[src/rtl/fe25519_mul_serial.sv]
// Bit-serial interleaved modular multiplier over GF(2^255-19).
// It processes one bit of the multiplier per clock, MSB first, using a
// double-and-add scheme with a conditional subtraction after each step.
// A start/valid/busy handshake connects it to the ladder controller.
module fe25519_mul_serial #(
  parameter int             W = 255,
  parameter logic [W-1:0]   P = {{(W-5){1'b1}}, 5'b01101}
) (
  input  logic         clk,
  input  logic         rst,
  input  logic         start,
  input  logic [W-1:0] a,
  input  logic [W-1:0] b,
  output logic [W-1:0] res,
  output logic         valid,
  output logic         busy
);

  localparam int         CW    = $clog2(W);
  localparam logic [W:0] P_EXT = {1'b0, P};

  typedef enum logic [1:0] {IDLE, PRERED, LOOP} state_t;

  state_t        state_q, state_d;
  logic [W-1:0]  ra_q, ra_d;
  logic [W-1:0]  rb_q, rb_d;
  logic [W-1:0]  acc_q, acc_d;
  logic [W-1:0]  res_q, res_d;
  logic [CW-1:0] cnt_q, cnt_d;
  logic          valid_q, valid_d;
  logic          busy_q, busy_d;

  // Operand pre-reduction values. A single subtraction is enough because 2P exceeds 2^W.
  logic [W-1:0]  ra_red, rb_red;
  // Signals for one loop iteration. The doubled and summed values need one extra bit.
  logic [W:0]    dbl;
  logic [W-1:0]  dbl_red;
  logic [W:0]    sum;
  logic [W-1:0]  step_res;

  // Combinational logic for pre-reduction and one double-and-add iteration
  always_comb begin
    ra_red   = (ra_q >= P) ? ra_q - P : ra_q;
    rb_red   = (rb_q >= P) ? rb_q - P : rb_q;
    dbl      = {acc_q, 1'b0};
    dbl_red  = (dbl >= P_EXT) ? W'(dbl - P_EXT) : W'(dbl);
    sum      = rb_q[cnt_q] ? ({1'b0, dbl_red} + {1'b0, ra_q}) : {1'b0, dbl_red};
    step_res = (sum >= P_EXT) ? W'(sum - P_EXT) : W'(sum);
  end

  // Next-state and next-register logic for the control FSM
  always_comb begin
    state_d = state_q;
    ra_d    = ra_q;
    rb_d    = rb_q;
    acc_d   = acc_q;
    res_d   = res_q;
    cnt_d   = cnt_q;
    valid_d = valid_q;
    busy_d  = busy_q;
    unique case (state_q)
      IDLE: begin
        valid_d = 1'b0;
        if (start) begin
          ra_d    = a;
          rb_d    = b;
          busy_d  = 1'b1;
          state_d = PRERED;
        end
      end
      PRERED: begin
        ra_d    = ra_red;
        rb_d    = rb_red;
        acc_d   = '0;
        cnt_d   = CW'(W - 1);
        state_d = LOOP;
      end
      LOOP: begin
        acc_d = step_res;
        if (cnt_q == '0) begin
          res_d   = step_res;
          valid_d = 1'b1;
          busy_d  = 1'b0;
          state_d = IDLE;
        end else begin
          cnt_d = cnt_q - 1'b1;
        end
      end
      default: state_d = IDLE;
    endcase
  end

  // State and datapath registers. Reset is asynchronous and stops any operation in progress.
  always_ff @(posedge clk or posedge rst) begin
    if (rst) begin
      state_q <= IDLE;
      ra_q    <= '0;
      rb_q    <= '0;
      acc_q   <= '0;
      res_q   <= '0;
      cnt_q   <= '0;
      valid_q <= 1'b0;
      busy_q  <= 1'b0;
    end else begin
      state_q <= state_d;
      ra_q    <= ra_d;
      rb_q    <= rb_d;
      acc_q   <= acc_d;
      res_q   <= res_d;
      cnt_q   <= cnt_d;
      valid_q <= valid_d;
      busy_q  <= busy_d;
    end
  end

  assign res   = res_q;
  assign valid = valid_q;
  assign busy  = busy_q;

endmodule

[config.mk]
export PLATFORM = sky130hd
export DESIGN_NAME = fe25519_mul_serial
export DESIGN_NICKNAME = d
export VERILOG_FILES = /design/src/rtl/fe25519_mul_serial.sv
export SDC_FILE = /design/constraint.sdc
export NUM_CORES = 2
export LEC_CHECK = 0
export CAP_MARGIN = 20
export CORE_ASPECT_RATIO = 1.4
export CORE_MARGIN = 2
export CORE_UTILIZATION = 35
export CTS_CLUSTER_SIZE = 16
export DETAILED_ROUTE_END_ITERATION = 12
export SYNTH_ARGS = -nofsm -noshare
export SYNTH_HDL_FRONTEND = slang
export SYNTH_SLANG_ARGS = --single-unit
[constraint.sdc]
create_clock -name clk -period 34.8 [get_ports clk]
set_clock_uncertainty 0.05 [all_clocks]
set_input_delay 6.96 -clock clk [delete_from_list [all_inputs] [get_ports clk]]
set_output_delay 6.96 -clock clk [all_outputs]
set_load 0.02 [all_outputs]
==> impl_metrics.csv <==
group,metric,value,unit
grt,grt_usage,0.441,
floorplanning,fp-row-count,224,
worst_hold_path,hold_start,"res[112]$_DFFE_PP0P_",
worst_setup_path,critPathLaunchType,"flip-flop",
worst_setup_path,reg2reg_from,"acc_q[33]$_DFFE_PP0P_",
clocking,cts_buffer_depth,3,
timing,rsz0062_at_grt,"no",
drt,drt_iter0_markers,15800,
worst_setup_path,crit_path_end_kind,"flip-flop",
placement,dp_hpwl,522,mm
grt,grt_start_max_net_pins,159,
synthesis,synth_nets,13500,
cells_and_area,seq_area,0.0258,mm^2
worst_setup_path,worstPathArrival,15.40,ns
clocking,clockRootBuffer,"clkbuf_16",
cells_and_area,fin_nets,13900,
pwr,clockPowerShare,0.097,
synthesis,syn_area,0.0937,mm^2
worst_setup_path,crit_start,"acc_q[33]$_DFFE_PP0P_",
synthesis,synth_cell_type_count,114,
pwr,vdd_drop_max,88.4,uV
timing,max_freq,67.4,MHz
worst_setup_path,critPathRequiredTime,35.37,ns
clocking,cts_hold_buf,0,
timing,hold_viol_final,0,
synthesis,synth_edf_count,0,
clocking,htreeDepth,3,
pwr,p_sw_frac,0.636,
synthesis,yosysSeqAreaShare,0.276,
drt,dr.pass1.iters,7,
floorplanning,core-area,0.266,mm^2
pwr,seq_power_share,0.176,
floorplanning,die_h,616,um
timing,finalSetupViolations,0,
cells_and_area,area_growth,16.7,%
job,drv_cap,0,
synthesis,ys_seq_elements,1032,
worst_setup_path,crit_path_max_fanout,56,
worst_setup_path,critical_path_class,"reg -> reg",
placement,place.gp.congestion,1.13,
grt,grt_overflow,0,
floorplanning,io_pins,770,
floorplanning,start_util,0.352,
timing,worst_slew_pin_slew,1.34,ns
grt,grt_pass1_wl,844,mm
drt,drc,0,
cells_and_area,drive_gt1_frac,0.0602,
clocking,postCtsSetupRepairBufs,0,
floorplanning,dieArea,0.272,mm^2
timing,fin_crit,14.83,ns
pwr,combPwrFrac,0.726,
clocking,cts_resized,0,
timing,tns,0,ns
worst_hold_path,min_path_type,"reg -> reg",
clocking,clock_latency,0.83,ns
synthesis,syn_area_per_cell,7.37,um^2
pwr,p_per_area,124,mW/mm^2
cells_and_area,finalInstanceArea,0.109,mm^2
placement,place_area,0.105,mm^2
worst_setup_path,slowest_stage,"nand4_1",
pwr,cellLeakagePower,40.7,nW
cells_and_area,nFillCells,27900,
floorplanning,die_w,441,um
synthesis,synthFlopType,"dfrtp_1",
clocking,cts_tree,"built",
placement,port_buffers,769,
drt,ant_nets,0,
drt,vias_per_cell,6.70,
clocking,clock-sinks,1032,
timing,finalCritPeriodShare,0.426,
timing,timing.slew.headroom,0.100,
pwr,power.net_switching,0.00861,W
drt,wirelength,624,mm
timing,maxSlewViolCount,0,
grt,antenna_found_initial,83,
synthesis,netlist_instances,12700,
drt,detail_route.wl_per_cell,37.2,um
drt,vias,113000,
worst_setup_path,cp_slowest_stage_delay,0.99,ns
synthesis,synth_warnings,0,
clocking,numCtsBuffers,109,
clocking,clk_pin_slew,0.07,ns
outcome,status,"finished, final reports clean",
grt,grt_pass1_vias,104000,
pwr,p_int,0.00493,W
synthesis,postSynth.asyncResetShare,1.00,
cells_and_area,multi_input_area,0.0640,mm^2
cell type report:
cell class / count / share of cell area
inverters: 302 / 0.0105
diodes: 71 / 0.00163
well taps: 3503 / 0.0401
clock inverters: 63 / 0.00776
multi-input cells: 10600 / 0.586
flip-flops and latches: 1032 / 0.236
clock buffers: 142 / 0.0277
repair buffers: 1043 / 0.0903
layer usage:
metal  wire (um)  vias up  track usage
met4       48900       48        0.279
met3       70200     1429        0.119
met5         310        -            0
met1      250000    55300        0.587
li1            -    48300            -
met2      255000     7458        0.627
path summary, 6_finish.rpt:
path | endpoint | slack (ns) | cells past startpoint
worst max-delay path | res[118]$_DFFE_PP0P_ | 19.97 | 31
worst min-delay path | res[112]$_DFFE_PP0P_ | 0.43 | 2
worst max register to register | res[118]$_DFFE_PP0P_ | 19.97 | 31
worst min register to register | res[112]$_DFFE_PP0P_ | 0.43 | 2
max in group asynchronous | res[5]$_DFFE_PP0P_ | 23.87 | 7
min in group asynchronous | ra_q[216]$_DFFE_PP0P_ | 6.55 | 2
synthesized netlist by cell type, drive strengths merged (167+ instances only):
| cell | count | area share |
|---|---|---|
| nand2 | 1583 | 0.063 |
| nor2 | 1329 | 0.053 |
| a21oi | 1116 | 0.060 |
| o21ai | 1071 | 0.057 |
| dfrtp | 1032 | 0.28 |
| clkbuf | 627 | 0.025 |
| nand3 | 597 | 0.032 |
| nand4 | 531 | 0.036 |
| nor3 | 413 | 0.022 |
| xnor2 | 366 | 0.034 |
| inv | 301 | 0.012 |
| nor4 | 291 | 0.021 |
| ha | 267 | 0.036 |
| xor2 | 244 | 0.023 |
| and3 | 205 | 0.014 |
| o22ai | 191 | 0.013 |
| o2bb2ai | 167 | 0.016 |
cell usage in the layout, fill, tap and decap left out, drive strengths merged, types with 77 or more instances in the layout:
cell type,instances
buf,266
or3,119
or2,103
dfrtp,1032
and2,103
nor2,1329
o2bb2ai,167
ha,267
xor2,244
nand4,531
o21ai,1071
mux2i,145
a21o,112
inv,307
o21a,83
o22ai,191
clkdlybuf4s50,769
and3,205
a21oi,1116
a211oi,77
and4,129
a31oi,105
clkbuf,149
o211ai,82
nor3,413
nand3,597
nor4,291
nand2,1583
o31ai,80
xnor2,366
through the flow:
| step | total power (W) | setup WS, ns | hold WS [ns] | cells | utilization |
|---|---|---|---|---|---|
| final | 0.0135 | 19.97 | 0.425 | 16800 | 0.411 |
| after global routing | 0.0139 | 20.06 | 0.442 | 16700 | 0.411 |
| after CTS | 0.0129 | 20.62 | 0.429 | 16700 | 0.410 |
| after detailed placement | 0.0116 | 20.70 | 0.413 | 16500 | 0.395 |
| after global placement | 0.0116 | 20.47 | 0.409 | 16500 | 0.395 |
| after floorplan | 0.00750 | 13.56 | 0.400 | 12700 | - |
state kept, by name, summed over array words and instances (netlist names):
register  cells
res         255
valid         1
acc_q       255
state_q       2
busy          1
rb_q        255
ra_q        255
cnt_q         8
critical path, delay by kind of cell (launching register included):
family	cells	cell delay [ns]
AOI/OAI and AO/OA	13	5.58
adders and majority gates	1	0.65
DFF	1	0.50
and+or+nand+nor	11	5.69
xor gates and xnor gates	2	0.65
buffers and inverters	4	1.38
power by group through the flow:
stage	Combinational (W)	Clock, W	Sequential (W)
after floorplan	0.00554	0	0.00196
after global placement	0.00928	0	0.00234
after detailed placement	0.00922	0	0.00235
after CTS	0.00925	0.00132	0.00233
after global routing	0.0101	0.00136	0.00241
final	0.00983	0.00131	0.00239
cells by family (layout without fill, tap and decap cells):
kind of cell    Yosys count  after routing  synth area share
compound gates         3738           3738             0.248
xor+xnor                610            610            0.0571
fa+ha+maj               268            268            0.0359
buf+inv                1043           1550            0.0440
flops                  1032           1032             0.276
mux                     231            231            0.0315
other cells               0             71                 0
simple gates           5786           5786             0.307
Note: power is estimated with default switching activity, not from simulation.
